**config.mk**
```make
export PLATFORM = sky130hd
export DESIGN_NAME = sram_req_arbiter_flat
export DESIGN_NICKNAME = d
export VERILOG_FILES = /design/src/rtl/sram_req_arbiter_if.sv /design/src/rtl/sram_req_arbiter.sv /design/src/flat_wrapper.sv
export SDC_FILE = /design/constraint.sdc
export NUM_CORES = 1
export LEC_CHECK = 0
export CAP_MARGIN = 10
export CORE_MARGIN = 1
export CORE_UTILIZATION = 37
export DETAILED_ROUTE_END_ITERATION = 8
export PLACE_DENSITY = 0.82
export RECOVER_POWER = 100
export REMOVE_ABC_BUFFERS = 1
export SYNTH_ARGS = -nofsm -noshare
export SYNTH_HDL_FRONTEND = slang
export SYNTH_SLANG_ARGS = --single-unit
```
**constraint.sdc**
```tcl
create_clock -name clk -period 1.7 [get_ports clk]
set_clock_uncertainty 0.2 [all_clocks]
set_input_delay 0.255 -clock clk [delete_from_list [all_inputs] [get_ports clk]]
set_output_delay 0.255 -clock clk [all_outputs]
set_load 0.01 [all_outputs]
```
**src/rtl/sram_req_arbiter_if.sv**
```systemverilog
// rtl/sram_req_arbiter_if.sv - requester and SRAM-macro signal bundle for sram_req_arbiter
//
// Purpose: groups the two-requester valid/ready request channel, the response
// channel and the single-port SRAM macro pins into one bundle.
// Modports:
//   master - environment side: drives requests and sram_dout, observes the rest
//   slave  - arbiter side: accepts requests, drives responses and SRAM strobes
// Signals:
//   req_valid/req_ready/req_we [1:0], req_addr [2*ADDR_W], req_wdata [2*DATA_W]
//   rsp_valid [1:0], rsp_rdata [DATA_W]
//   sram_wen, sram_sense_en, sram_addr [ADDR_W], sram_din/sram_dout [DATA_W]
`timescale 1ns/1ps
interface sram_req_arbiter_if #(
   parameter int ADDR_W = 10,
   parameter int DATA_W = 8
);
   logic [1:0]          req_valid;
   logic [1:0]          req_ready;
   logic [1:0]          req_we;
   logic [2*ADDR_W-1:0] req_addr;
   logic [2*DATA_W-1:0] req_wdata;
   logic [1:0]          rsp_valid;
   logic [DATA_W-1:0]   rsp_rdata;
   logic                sram_wen;
   logic                sram_sense_en;
   logic [ADDR_W-1:0]   sram_addr;
   logic [DATA_W-1:0]   sram_din;
   logic [DATA_W-1:0]   sram_dout;

   modport master (
      output req_valid, req_we, req_addr, req_wdata, sram_dout,
      input  req_ready, rsp_valid, rsp_rdata,
      input  sram_wen, sram_sense_en, sram_addr, sram_din
   );

   modport slave (
      input  req_valid, req_we, req_addr, req_wdata, sram_dout,
      output req_ready, rsp_valid, rsp_rdata,
      output sram_wen, sram_sense_en, sram_addr, sram_din
   );
endinterface

```
**src/rtl/sram_req_arbiter.sv**
```systemverilog
// rtl/sram_req_arbiter.sv - round-robin two-requester sequencer for a single-port SRAM macro
//
// Purpose: accepts one operation at a time from two requesters (round-robin),
// drives registered SRAM strobes for exactly one cycle, waits out the SRAM
// read latency and returns a one-cycle completion pulse (with read data) to
// the requester that issued the operation.
// Ports:
//   clk            - clock, all state on posedge
//   rst            - asynchronous active-high reset
//   bus            - sram_req_arbiter_if.slave (requests, responses, SRAM pins)
//   stat_rd_cnt    - completed reads, saturating   (only with SRAM_REQ_ARBITER_STATS_EN)
//   stat_wr_cnt    - completed writes, saturating  (only with SRAM_REQ_ARBITER_STATS_EN)
// Optional feature macro: SRAM_REQ_ARBITER_STATS_EN
`timescale 1ns/1ps
module sram_req_arbiter #(
   parameter int SRAM_LATENCY = 1,
   parameter int ADDR_W       = 10,
   parameter int DATA_W       = 8
) (
   input  logic                clk,
   input  logic                rst,
   sram_req_arbiter_if.slave   bus
`ifdef SRAM_REQ_ARBITER_STATS_EN
   ,
   output logic [15:0]         stat_rd_cnt,
   output logic [15:0]         stat_wr_cnt
`endif
);

   typedef enum logic [1:0] {
      ST_IDLE,
      ST_ISSUE,
      ST_WAIT,
      ST_RESP
   } state_t;

   state_t            state_q, state_d;
   logic              gnt_q, gnt_d;
   logic              we_q, we_d;
   logic              last_gnt_q, last_gnt_d;
   logic [3:0]        cnt_q, cnt_d;
   logic              sram_wen_q, sram_wen_d;
   logic              sram_sense_en_q, sram_sense_en_d;
   logic [ADDR_W-1:0] sram_addr_q, sram_addr_d;
   logic [DATA_W-1:0] sram_din_q, sram_din_d;
   logic [1:0]        rsp_valid_q, rsp_valid_d;
   logic [DATA_W-1:0] rsp_rdata_q, rsp_rdata_d;

   logic              gnt_sel;
   logic [1:0]        req_ready_c;
   logic              accept;
   logic              sel_we;
   logic [ADDR_W-1:0] sel_addr;
   logic [DATA_W-1:0] sel_wdata;
   logic [1:0]        gnt_onehot;

   // Arbitration: a lone requester wins; when both are valid the one that
   // did not win last time gets the grant.  Ready is forced low during reset
   // so every output reads 0 while rst is high.
   always_comb begin
      gnt_sel     = (&bus.req_valid) ? ~last_gnt_q : bus.req_valid[1];
      req_ready_c = 2'b00;
      if (state_q == ST_IDLE && !rst && (|bus.req_valid)) begin
         req_ready_c = gnt_sel ? 2'b10 : 2'b01;
      end
      accept     = |(req_ready_c & bus.req_valid);
      sel_we     = gnt_sel ? bus.req_we[1] : bus.req_we[0];
      sel_addr   = gnt_sel ? bus.req_addr[2*ADDR_W-1:ADDR_W] : bus.req_addr[ADDR_W-1:0];
      sel_wdata  = gnt_sel ? bus.req_wdata[2*DATA_W-1:DATA_W] : bus.req_wdata[DATA_W-1:0];
      gnt_onehot = gnt_q ? 2'b10 : 2'b01;
   end

   always_comb begin
      state_d         = state_q;
      gnt_d           = gnt_q;
      we_d            = we_q;
      last_gnt_d      = last_gnt_q;
      cnt_d           = cnt_q;
      sram_wen_d      = 1'b0;
      sram_sense_en_d = 1'b0;
      sram_addr_d     = sram_addr_q;
      sram_din_d      = sram_din_q;
      rsp_valid_d     = 2'b00;
      rsp_rdata_d     = rsp_rdata_q;

      case (state_q)
         ST_IDLE: begin
            if (accept) begin
               gnt_d           = gnt_sel;
               we_d            = sel_we;
               last_gnt_d      = gnt_sel;
               // Strobes are loaded on the accept edge so they are high
               // exactly during the ISSUE cycle, straight from flops.
               sram_addr_d     = sel_addr;
               sram_wen_d      = sel_we;
               sram_sense_en_d = ~sel_we;
               if (sel_we) begin
                  sram_din_d = sel_wdata;
               end
               state_d         = ST_ISSUE;
            end
         end
         ST_ISSUE: begin
            if (we_q) begin
               rsp_valid_d = gnt_onehot;
               state_d     = ST_RESP;
            end else begin
               cnt_d   = 4'(SRAM_LATENCY);
               state_d = ST_WAIT;
            end
         end
         ST_WAIT: begin
            cnt_d = cnt_q - 4'd1;
            // Count 1 marks the edge at which dout has been valid for
            // SRAM_LATENCY cycles after the sense edge.
            if (cnt_q == 4'd1) begin
               rsp_rdata_d = bus.sram_dout;
               rsp_valid_d = gnt_onehot;
               cnt_d       = 4'd0;
               state_d     = ST_RESP;
            end
         end
         ST_RESP: begin
            state_d = ST_IDLE;
         end
         default: begin
            state_d = ST_IDLE;
         end
      endcase
   end

   always_ff @(posedge clk or posedge rst) begin
      if (rst) begin
         state_q         <= ST_IDLE;
         gnt_q           <= 1'b0;
         we_q            <= 1'b0;
         last_gnt_q      <= 1'b1;
         cnt_q           <= 4'd0;
         sram_wen_q      <= 1'b0;
         sram_sense_en_q <= 1'b0;
         sram_addr_q     <= '0;
         sram_din_q      <= '0;
         rsp_valid_q     <= 2'b00;
         rsp_rdata_q     <= '0;
      end else begin
         state_q         <= state_d;
         gnt_q           <= gnt_d;
         we_q            <= we_d;
         last_gnt_q      <= last_gnt_d;
         cnt_q           <= cnt_d;
         sram_wen_q      <= sram_wen_d;
         sram_sense_en_q <= sram_sense_en_d;
         sram_addr_q     <= sram_addr_d;
         sram_din_q      <= sram_din_d;
         rsp_valid_q     <= rsp_valid_d;
         rsp_rdata_q     <= rsp_rdata_d;
      end
   end

`ifdef SRAM_REQ_ARBITER_STATS_EN
   logic [15:0] stat_rd_cnt_q, stat_rd_cnt_d;
   logic [15:0] stat_wr_cnt_q, stat_wr_cnt_d;

   // Counters step on entry to RESP so the new value is visible in the
   // same cycle as the completion pulse.
   always_comb begin
      stat_rd_cnt_d = stat_rd_cnt_q;
      stat_wr_cnt_d = stat_wr_cnt_q;
      if (|rsp_valid_d) begin
         if (we_q) begin
            if (stat_wr_cnt_q != 16'hFFFF) stat_wr_cnt_d = stat_wr_cnt_q + 16'd1;
         end else begin
            if (stat_rd_cnt_q != 16'hFFFF) stat_rd_cnt_d = stat_rd_cnt_q + 16'd1;
         end
      end
   end

   always_ff @(posedge clk or posedge rst) begin
      if (rst) begin
         stat_rd_cnt_q <= 16'd0;
         stat_wr_cnt_q <= 16'd0;
      end else begin
         stat_rd_cnt_q <= stat_rd_cnt_d;
         stat_wr_cnt_q <= stat_wr_cnt_d;
      end
   end

   assign stat_rd_cnt = stat_rd_cnt_q;
   assign stat_wr_cnt = stat_wr_cnt_q;
`endif

   assign bus.req_ready     = req_ready_c;
   assign bus.rsp_valid     = rsp_valid_q;
   assign bus.rsp_rdata     = rsp_rdata_q;
   assign bus.sram_wen      = sram_wen_q;
   assign bus.sram_sense_en = sram_sense_en_q;
   assign bus.sram_addr     = sram_addr_q;
   assign bus.sram_din      = sram_din_q;

endmodule

```
**src/flat_wrapper.sv**
```systemverilog
// flat-port wrapper written by rule: the top's interface ports become plain ports
module sram_req_arbiter_flat 
#(
   parameter int SRAM_LATENCY = 1,
   parameter int ADDR_W       = 10,
   parameter int DATA_W       = 8
)
  (clk, rst, bus_req_valid, bus_req_we, bus_req_addr, bus_req_wdata, bus_sram_dout, bus_req_ready, bus_rsp_valid, bus_rsp_rdata, bus_sram_wen, bus_sram_sense_en, bus_sram_addr, bus_sram_din);
  sram_req_arbiter_if #(.ADDR_W(ADDR_W), .DATA_W(DATA_W)) bus_i ();
  input  logic clk;
  input  logic rst;
  input wire logic [$bits(bus_i.req_valid)-1:0] bus_req_valid;
  input wire logic [$bits(bus_i.req_we)-1:0] bus_req_we;
  input wire logic [$bits(bus_i.req_addr)-1:0] bus_req_addr;
  input wire logic [$bits(bus_i.req_wdata)-1:0] bus_req_wdata;
  input wire logic [$bits(bus_i.sram_dout)-1:0] bus_sram_dout;
  output wire logic [$bits(bus_i.req_ready)-1:0] bus_req_ready;
  output wire logic [$bits(bus_i.rsp_valid)-1:0] bus_rsp_valid;
  output wire logic [$bits(bus_i.rsp_rdata)-1:0] bus_rsp_rdata;
  output wire logic [$bits(bus_i.sram_wen)-1:0] bus_sram_wen;
  output wire logic [$bits(bus_i.sram_sense_en)-1:0] bus_sram_sense_en;
  output wire logic [$bits(bus_i.sram_addr)-1:0] bus_sram_addr;
  output wire logic [$bits(bus_i.sram_din)-1:0] bus_sram_din;
  assign bus_i.req_valid = bus_req_valid;
  assign bus_i.req_we = bus_req_we;
  assign bus_i.req_addr = bus_req_addr;
  assign bus_i.req_wdata = bus_req_wdata;
  assign bus_i.sram_dout = bus_sram_dout;
  assign bus_req_ready = bus_i.req_ready;
  assign bus_rsp_valid = bus_i.rsp_valid;
  assign bus_rsp_rdata = bus_i.rsp_rdata;
  assign bus_sram_wen = bus_i.sram_wen;
  assign bus_sram_sense_en = bus_i.sram_sense_en;
  assign bus_sram_addr = bus_i.sram_addr;
  assign bus_sram_din = bus_i.sram_din;
  sram_req_arbiter #(.SRAM_LATENCY(SRAM_LATENCY), .ADDR_W(ADDR_W), .DATA_W(DATA_W)) u_core (.clk(clk), .rst(rst), .bus(bus_i));
endmodule
```
Yosys cells after proc, flatten, opt, wreduce, memory -nomap -nowiden. Cells that the tools add are included.

Eq/ne operators: 7. Mux-type cells: 21. Bitwise operators: 3. Add/sub/neg operators: 1. Reductions and logical operators: 13.

Operator list (number): $mux 2 (7); $mux 10 (1); $reduce_and 2->1 (5); $mux 4 (2); $mux 8 (1); $pmux 2 s4 (1); $pmux 4 s2 (1); $mux 1 (7); $eq 2x2->1 const B (2); $eq 4x1->1 const B (1); $ne 2x1->1 const B (2); $pmux 2 s2 (1); $reduce_or 2->1 (2); $sub 4x1->4 const B (1); $reduce_and 3->1 (1); $and 2x2->2 (1); $eq 2x1->1 const B (1); $logic_and 1x1->1 (2); $logic_not 2->1 (1); $ne 2x2->1 const B (1); $not 1->1 (2); $reduce_bool 2->1 (1); $logic_not 1->1 (1).

Word-level logic and storage cells: 56. Register bits after elaboration: 39. Input bits: 50. Output and inout bits: 32.

Longest topological paths before layout. Gate-level depths: netlist of run 1.

Depth after elaboration: 8. Gate-level depth with buffers: 7. Gate-level depth less buffers: 6.

Worst setup path after synthesis of run 1. No wires, ideal clock.

Path type: reg2reg. Start: reg u_core.state_q[0]. End: reg u_core.sram_addr_q[0], in the netlist u_core.bus.sram_addr[0]. Buffers on the path: 1. Arrival time: 1.481 ns. Required time: 1.373 ns. Setup slack: -0.108 ns. Stages on the path, launching flop included: 8. Cells stage by stage: dfrtp_1 > inv_1 > ha_1 > and2b_4 > and3_1 > buf_2 > a222oi_1 > inv_1.

Word-level cells in the longest chain between the ends: 7.

RTL lines: start: declaration (line sram_req_arbiter.sv:37) `state_t state_q, state_d;`; start signal: assignment (line sram_req_arbiter.sv:146) `state_q <= state_d;`; $logic_not 2->1 (line sram_req_arbiter.sv:63) `if (state_q == ST_IDLE && !rst && (|bus.req_valid)) begin`; $logic_and 1x1->1 (2 in series) (line sram_req_arbiter.sv:63); $mux 2 (line sram_req_arbiter.sv:63); net bus_req_ready[0] (line flat_wrapper.sv:17) `output wire logic [$bits(bus_i.req_ready)-1:0] bus_req_ready;`; $and 2x2->2 (line sram_req_arbiter.sv:66) `accept = |(req_ready_c & bus.req_valid);`; $reduce_or 2->1 (line sram_req_arbiter.sv:66); $reduce_and 2->1 (no line); end signal: assignment (line sram_req_arbiter.sv:153) `sram_addr_q <= sram_addr_d;`; end: declaration (line sram_req_arbiter.sv:44) `logic [ADDR_W-1:0] sram_addr_q, sram_addr_d;`.

The timed path passes the listed nets, and every way through them passes these cells. A chain may end at the register's enable or synchronous reset.

Final worst setup path of run 1.
Start: reg u_core.state_q[0]. End: reg u_core.sram_addr_q[9], in the netlist u_core.bus.sram_addr[9].

Word-level cells in the longest chain between the ends: 7.

RTL lines (line): $logic_not 2->1 (*) (sram_req_arbiter.sv:63, sram_req_arbiter.sv:86); $logic_and 1x1->1 (2 in series) (sram_req_arbiter.sv:63); $mux 2 (sram_req_arbiter.sv:63); $and 2x2->2 (sram_req_arbiter.sv:66); $reduce_or 2->1 (sram_req_arbiter.sv:66); $reduce_and 2->1 (no line) (*).

Mark *: on every way between the ends. The rest lies on a longest branch, timed or not.

==> impl_metrics.env, run 1 <==
export IMPL_outcome="complete, but fails checks"
export IMPL_violations="setup timing"
export IMPL_cp_required_ns=1.67
export IMPL_synthFlopType="dfrtp_1"
export IMPL_grt_start_max_net_pins=40
export IMPL_postSynth_asyncResetShare_pct=100.0
export IMPL_fp_coreArea_um2=4504
export IMPL_antenna_left=0
export IMPL_die_area_um2=5114
export IMPL_r2r_slack_ns=-0.20
export IMPL_fp_row_count=24
export IMPL_synth_area_top_cells="dfrtp_1 (53%), a222oi_1 (5.6%), inv_1 (5.5%)"
export IMPL_io_buffers=81
export IMPL_antenna_found_initial=0
export IMPL_period_share_pct=111.8
export IMPL_drv_cap=0
export IMPL_fin_crit_ns=1.900
export IMPL_hp_start="u_core.gnt_q"
export IMPL_num_vias=1696
export IMPL_max_slew_margin_pct=37.00
export IMPL_nets=333
export IMPL_yosysTopAreaCell="dfrtp_1"
export IMPL_fmax_mhz=526.3
export IMPL_gr_total_overflow=0
export IMPL_synth_area_um2=1788
export IMPL_hold_path_endpoint="u_core.bus.rsp_valid[0]"
export IMPL_power_density_nw_per_um2=1642
export IMPL_worstHoldPathType="flip-flop to flip-flop"
export IMPL_dr_pass1_iters=5
export IMPL_antenna_cells=0
export IMPL_dieWidth_um=71.52
export IMPL_synth_top_cells_by_count="dfrtp_1 (38), inv_1 (26), a222oi_1 (10), a21oi_2 (8), o22ai_1 (8)"
export IMPL_dp_hpwl_um=3244
export IMPL_die_h_um=71.52
export IMPL_cts_sinks=39
export IMPL_path_clk_slew_ns=0.08
export IMPL_ctsHoldBuffers=0
export IMPL_ctsLongestPathBuffers=2
export IMPL_routed_via_density=5.139
export IMPL_whs_path_depth=1
export IMPL_track_usage_pct=21.16
export IMPL_synth_distinct_cells=36
export IMPL_cp_arrival_ns=1.87
export IMPL_ys_seq_elements=39
export IMPL_cp_max_fo=6
export IMPL_cts_buffers=5
export IMPL_path_class="flip-flop to flip-flop"
export IMPL_drive_gt1_share_pct=37.05
export IMPL_grt_pass1_wl_um=8459
export IMPL_ys_seq_area_share_pct=54.65
export IMPL_grt_pass1_vias=1828
export IMPL_path_cells="inv_2 > ha_4 > and2b_4 > buf_6 > o21ai_4 > buf_4 > buf_4 > a222oi_1 > inv_1"
export IMPL_cp_end_kind="flip-flop"
export IMPL_tightestPinTransition_ns=0.9450
export IMPL_synthSimpleGateAreaFrac_pct=7.418
export IMPL_yosysTopAreaCellShare_pct=53.18
export IMPL_start_util_pct=39.69
export IMPL_syn_instance_count=151
export IMPL_synth_avg_cell_area_um2=11.84
export IMPL_rsz0062_at_grt="true"
export IMPL_crit_family="buffers and inverters"
export IMPL_synth_xor_area_share_pct=0
export IMPL_crit_path_top_delay_cell="dfrtp_1"
export IMPL_setup_slack_ns=-0.2000
export IMPL_wl_per_cell_um=16.02
export IMPL_final_hold_violation_count=0
export IMPL_htreeDepth=2
export IMPL_drt_wl_total_um=5287
export IMPL_pin_count=82
export IMPL_startpoint_type="flip-flop"
export IMPL_synth_top_family_by_area="compound AO/OA/AOI/OAI gates"
export IMPL_finalSetupViolations=32
export IMPL_clkLatencyLatePin_ns=0.29
export IMPL_worstPathBufferInverterCount=5
export IMPL_clk_root_buffer_cell="clkbuf_8"
export IMPL_reg2reg_from="u_core.state_q[0]"
export IMPL_synth_adder_area_share_pct=4.199
export IMPL_routabilityCongestion=0.7685
export IMPL_path_common_cell="buf_4"
export IMPL_reg2reg_depth=9
export IMPL_r2r_end="u_core.bus.sram_addr[9]"
export IMPL_peakVddDrop_v=0.0008563
export IMPL_cpPeakStageDelay_ns=0.39
export IMPL_synth_compound_area_share_pct=20.15
export IMPL_maxSlewViolCount=0
export IMPL_initialDrtViolationCount=135
export IMPL_synth_edf_count=0
export IMPL_synth_area_mux_share_pct=5.668
export IMPL_finalSetupTns_ns=-3.410
export IMPL_p_leak_nw=1.586
export IMPL_total_power_mw=5.481
export IMPL_yosysMostFrequentCell="dfrtp_1"
export IMPL_area_delta_synth_final_pct=86.70
export IMPL_drc_errors=0
export IMPL_yosys_warnings=0
export IMPL_cts_tree="built"
## cell families after synthesis
group,after synthesis
AOI/OAI and AO/OA,45
adders and majority gates,6
buffers and inverters,32
DFF,39
muxes,9
and+or+nand+nor,20
## sequential cells by signal, summed over array words and instances, names as in the netlist
register / flops
u_core.bus.rsp_rdata: 8
u_core.bus.rsp_valid: 2
u_core.bus.sram_addr: 10
u_core.bus.sram_din: 8
u_core.bus.sram_sense_en: 1
u_core.bus.sram_wen: 1
u_core.cnt_q: 4
u_core.gnt_q: 1
u_core.last_gnt_q: 1
u_core.state_q: 2
u_core.we_q: 1
## area by class of cell
cell class,instances,area (um2)
clock buffers,7,96.34
well taps,52,65.06
repair buffers,123,1195
fillers,270,1166
inverters,27,101.3
flip-flops and latches,39,977.2
multi-input cells,81,895.9
clock inverters,1,7.507
## report_power, final
part | leakage [nW] | total [mW] | internal, mW | switching, mW
sequential | 0.470 | 1.58 | 1.34 | 0.240
combinational | 1.07 | 3.21 | 1.94 | 1.27
clock | 0.0505 | 0.697 | 0.369 | 0.328
total | 1.59 | 5.48 | 3.65 | 1.84
## how the worst max path moves through the flow
stage	from	endpoint	slack (ns)	cells after the start
2_1_floorplan	u_core.state_q[0]	u_core.state_q[1]	-0.16	6
4_1_cts	u_core.state_q[1]	u_core.bus.sram_addr[6]	-0.16	8
5_1_grt	u_core.state_q[0]	u_core.bus.sram_addr[9]	-0.32	9
6_report	u_core.state_q[0]	u_core.bus.sram_addr[9]	-0.20	9
3_3_place_gp	rst	bus_req_ready[0]	-0.39	4
3_5_place_dp	rst	bus_req_ready[0]	-0.39	4
## metrics by stage
stage                     util, %  area [um2]  hold WS (ns)  setup slack [ns]  std cells
after global placement      63.64        2867        0.2423           -0.3935        308
after CTS                   69.56        3133        0.1459           -0.1592        321
after floorplan                 -        1748        0.1616           -0.1563        146
after global routing        74.11        3338        0.2841           -0.3164        330
after detailed placement    63.64        2867        0.2556           -0.3909        308
final                       74.11        3338        0.2653           -0.2000        330
## layout by cell type, fill, tap and decap left out, drive strengths merged, types with 2 or more instances in the layout
cell / n
nor3: 2
a21oi: 11
clkbuf: 9
a22o: 3
ha: 6
and2: 5
nor2: 3
a222oi: 10
inv: 27
buf: 42
nor2b: 2
mux2: 9
o21ai: 4
o22ai: 8
clkdlybuf4s50: 77
dfrtp: 38
a21o: 5
dlymetal6s2s: 2
nand2b: 2
## per-layer routing
layer	share of wire (%)	track usage, %
met5	0	0
met4	1.6	6.536
met3	5.8	5.485
met2	52	36.72
met1	41	25.96
## what timing repair did
action | in CTS | in global routing
gates resized for setup | 41 | 28
gates cloned | 2 | 1
pin swaps | 10 | 19
setup endpoints to repair | 38 | 42
buffers inserted | 3 | 11
No activity file was read; power rests on OpenSTA's default activity.
==> run 2, diff against run 1 <==
--- a/config.mk
+++ b/config.mk
@@ -6,12 +6,10 @@
 export NUM_CORES = 1
 export LEC_CHECK = 0
 export CAP_MARGIN = 10
-export CORE_MARGIN = 1
 export CORE_UTILIZATION = 37
 export DETAILED_ROUTE_END_ITERATION = 8
 export PLACE_DENSITY = 0.82
 export RECOVER_POWER = 100
-export REMOVE_ABC_BUFFERS = 1
 export SYNTH_ARGS = -nofsm -noshare
 export SYNTH_HDL_FRONTEND = slang
 export SYNTH_SLANG_ARGS = --single-unit
==> impl_metrics.env, run 2 (synthesis gave the netlist of run 1 again) <==
export IMPL_n_fill_cell=293
export IMPL_ctsHoldBuffers=0
export IMPL_area_delta_synth_final_pct=87.82
export IMPL_ctsLongestPathBuffers=2
export IMPL_p_leak_nw=1.554
export IMPL_mostFrequentLayoutCell="clkdlybuf4s50_1"
export IMPL_clk_root_buffer_cell="clkbuf_8"
export IMPL_maxSlewViolCount=0
export IMPL_drc_errors=0
export IMPL_worst_hold_slack_ns=0.2663
export IMPL_grt_start_max_net_pins=23
export IMPL_fp_coreArea_um2=4504
export IMPL_die_h_um=71.52
export IMPL_gr_total_overflow=0
export IMPL_tightestPinTransition_ns=0.8959
export IMPL_start_util_pct=39.69
export IMPL_peakVddDrop_v=0.0007254
export IMPL_antenna_found_initial=0
export IMPL_cp_arrival_ns=1.80
export IMPL_dr_pass1_iters=5
export IMPL_setup_slack_ns=-0.1265
export IMPL_syn_num_nets=207
export IMPL_die_area_um2=5114
export IMPL_num_vias=1688
export IMPL_layout_common_cells="clkdlybuf4s50_1 (79), dfrtp_1 (38), buf_4 (25)"
export IMPL_fmax_mhz=547.5
export IMPL_path_clk_slew_ns=0.07
export IMPL_dp_hpwl_um=3368
export IMPL_cts_sinks=39
export IMPL_io_buffers=81
export IMPL_dieWidth_um=71.52
export IMPL_crit_path_top_delay_cell="a222oi_1"
export IMPL_grt_pass1_wl_um=7659
export IMPL_initialDrtViolationCount=130
export IMPL_nets=334
export IMPL_fin_crit_ns=1.827
export IMPL_worstHoldPathType="flip-flop to flip-flop"
export IMPL_drive_gt1_share_pct=36.92
export IMPL_cp_max_fo=6
export IMPL_path_cells="inv_2 > ha_4 > and2b_4 > and2_4 > buf_8 > a222oi_1 > inv_1"
export IMPL_drt_wl_total_um=5326
export IMPL_power_density_nw_per_um2=1604
export IMPL_wl_per_cell_um=16.09
export IMPL_final_hold_violation_count=0
export IMPL_clkLatencyLatePin_ns=0.29
export IMPL_cp_end_kind="flip-flop"
export IMPL_routed_via_density=5.100
export IMPL_period_share_pct=107.4
export IMPL_stdcell_count=331
export IMPL_path_class="flip-flop to flip-flop"
export IMPL_drv_cap=0
export IMPL_max_slew_margin_pct=40.27
export IMPL_startpoint_type="flip-flop"
export IMPL_grt_pass1_vias=1646
export IMPL_pin_count=82
export IMPL_routabilityCongestion=0.7528
export IMPL_violations="setup timing"
export IMPL_cpPeakStageDelay_ns=0.38
export IMPL_fp_row_count=24
export IMPL_track_usage_pct=19.75
export IMPL_outcome="complete, but fails checks"
export IMPL_rsz0062_at_grt="true"
export IMPL_cts_tree="built"
export IMPL_cp_required_ns=1.67
export IMPL_finalSetupViolations=31
export IMPL_largest_register_ffs=10
export IMPL_htreeDepth=2
export IMPL_antenna_cells=0
export IMPL_placed_cells=307
export IMPL_cts_buffers=5
export IMPL_antenna_left=0
[run 2: cell types whose count changed in the layout (fill, tap and decap cells not counted), moves of 2 or more]
cell | previous run | this run
o22ai_1 | 2 | 0
nand3_4 | 0 | 2
buf_6 | 9 | 11
buf_4 | 31 | 25
clkdlybuf4s50_1 | 77 | 79
o21ai_2 | 0 | 2
dlymetal6s2s_1 | 2 | 0
clkbuf_1 | 0 | 3
clkbuf_8 | 7 | 5
[run 2: area by class of cell]
type | count | area [um2] | share of cell area (%)
well taps | 52 | 65.06 | 1.937
flip-flops and latches | 39 | 977.2 | 29.10
clock inverters | 1 | 5.005 | 0.1490
inverters | 27 | 101.3 | 3.018
clock buffers | 7 | 76.32 | 2.273
repair buffers | 122 | 1206 | 35.92
multi-input cells | 83 | 927.1 | 27.61
[run 2: through the flow]
stage / util, % / total power [mW] / cell area, um2 / TNS, ns / worst slack (ns)
4_1_cts: 69.67 / 5.034 / 3138 / -1.143 / -0.09109
3_3_place_gp: 64.42 / 3.993 / 2902 / -8.651 / -0.4636
2_1_floorplan: - / 2.800 / 1843 / -0.1015 / -0.02380
5_1_grt: 74.56 / 5.686 / 3358 / -4.169 / -0.2035
6_report: 74.56 / 5.387 / 3358 / -2.281 / -0.1265
3_5_place_dp: 64.42 / 4.076 / 2902 / -9.937 / -0.4680
[run 2: path summary, 6_finish.rpt]
check | start | to | slack, ns | depth (start not counted)
max | u_core.state_q[0] | u_core.bus.sram_addr[3] | -0.13 | 7
min | u_core.gnt_q | u_core.bus.rsp_valid[0] | 0.27 | 1
max reg2reg | u_core.state_q[0] | u_core.bus.sram_addr[3] | -0.13 | 7
min reg2reg | u_core.gnt_q | u_core.bus.rsp_valid[0] | 0.27 | 1
max in group asynchronous | rst | u_core.bus.sram_din[0] | 0.31 | 3
min in group asynchronous | rst | u_core.cnt_q[3] | 0.32 | 3
[run 2: metal layers]
layer,global-route usage [%],up-vias,share of wire (%)
li1,-,796,-
met1,23.17,820,40
met2,36.40,61,54
met3,3.938,11,4.2
met4,6.100,0,1.7
met5,0,-,0
[run 2: power breakdown]
part	switching [mW]	internal [mW]
Combinational	1.25	1.97
Clock	0.303	0.288
Sequential	0.239	1.34
Total	1.79	3.59
[run 2: repair_timing]
item	4_1_cts	5_1_grt
setup endpoints to repair	33	38
hold endpoints to repair	0	0
gates cloned	2	2
pin swaps	13	22
gates resized for setup	34	28
setup buffers	6	7
[run 2: worst max-delay path, delay by kind of cell, from the launching register on]
| family | cells | cell delay [ns] |
|---|---|---|
| AO/OA/AOI/OAI | 1 | 0.38 |
| adder cells (fa/ha/maj) | 1 | 0.15 |
| AND/OR/NAND/NOR | 2 | 0.33 |
| flip-flops | 1 | 0.37 |
| buffers and inverters | 3 | 0.27 |
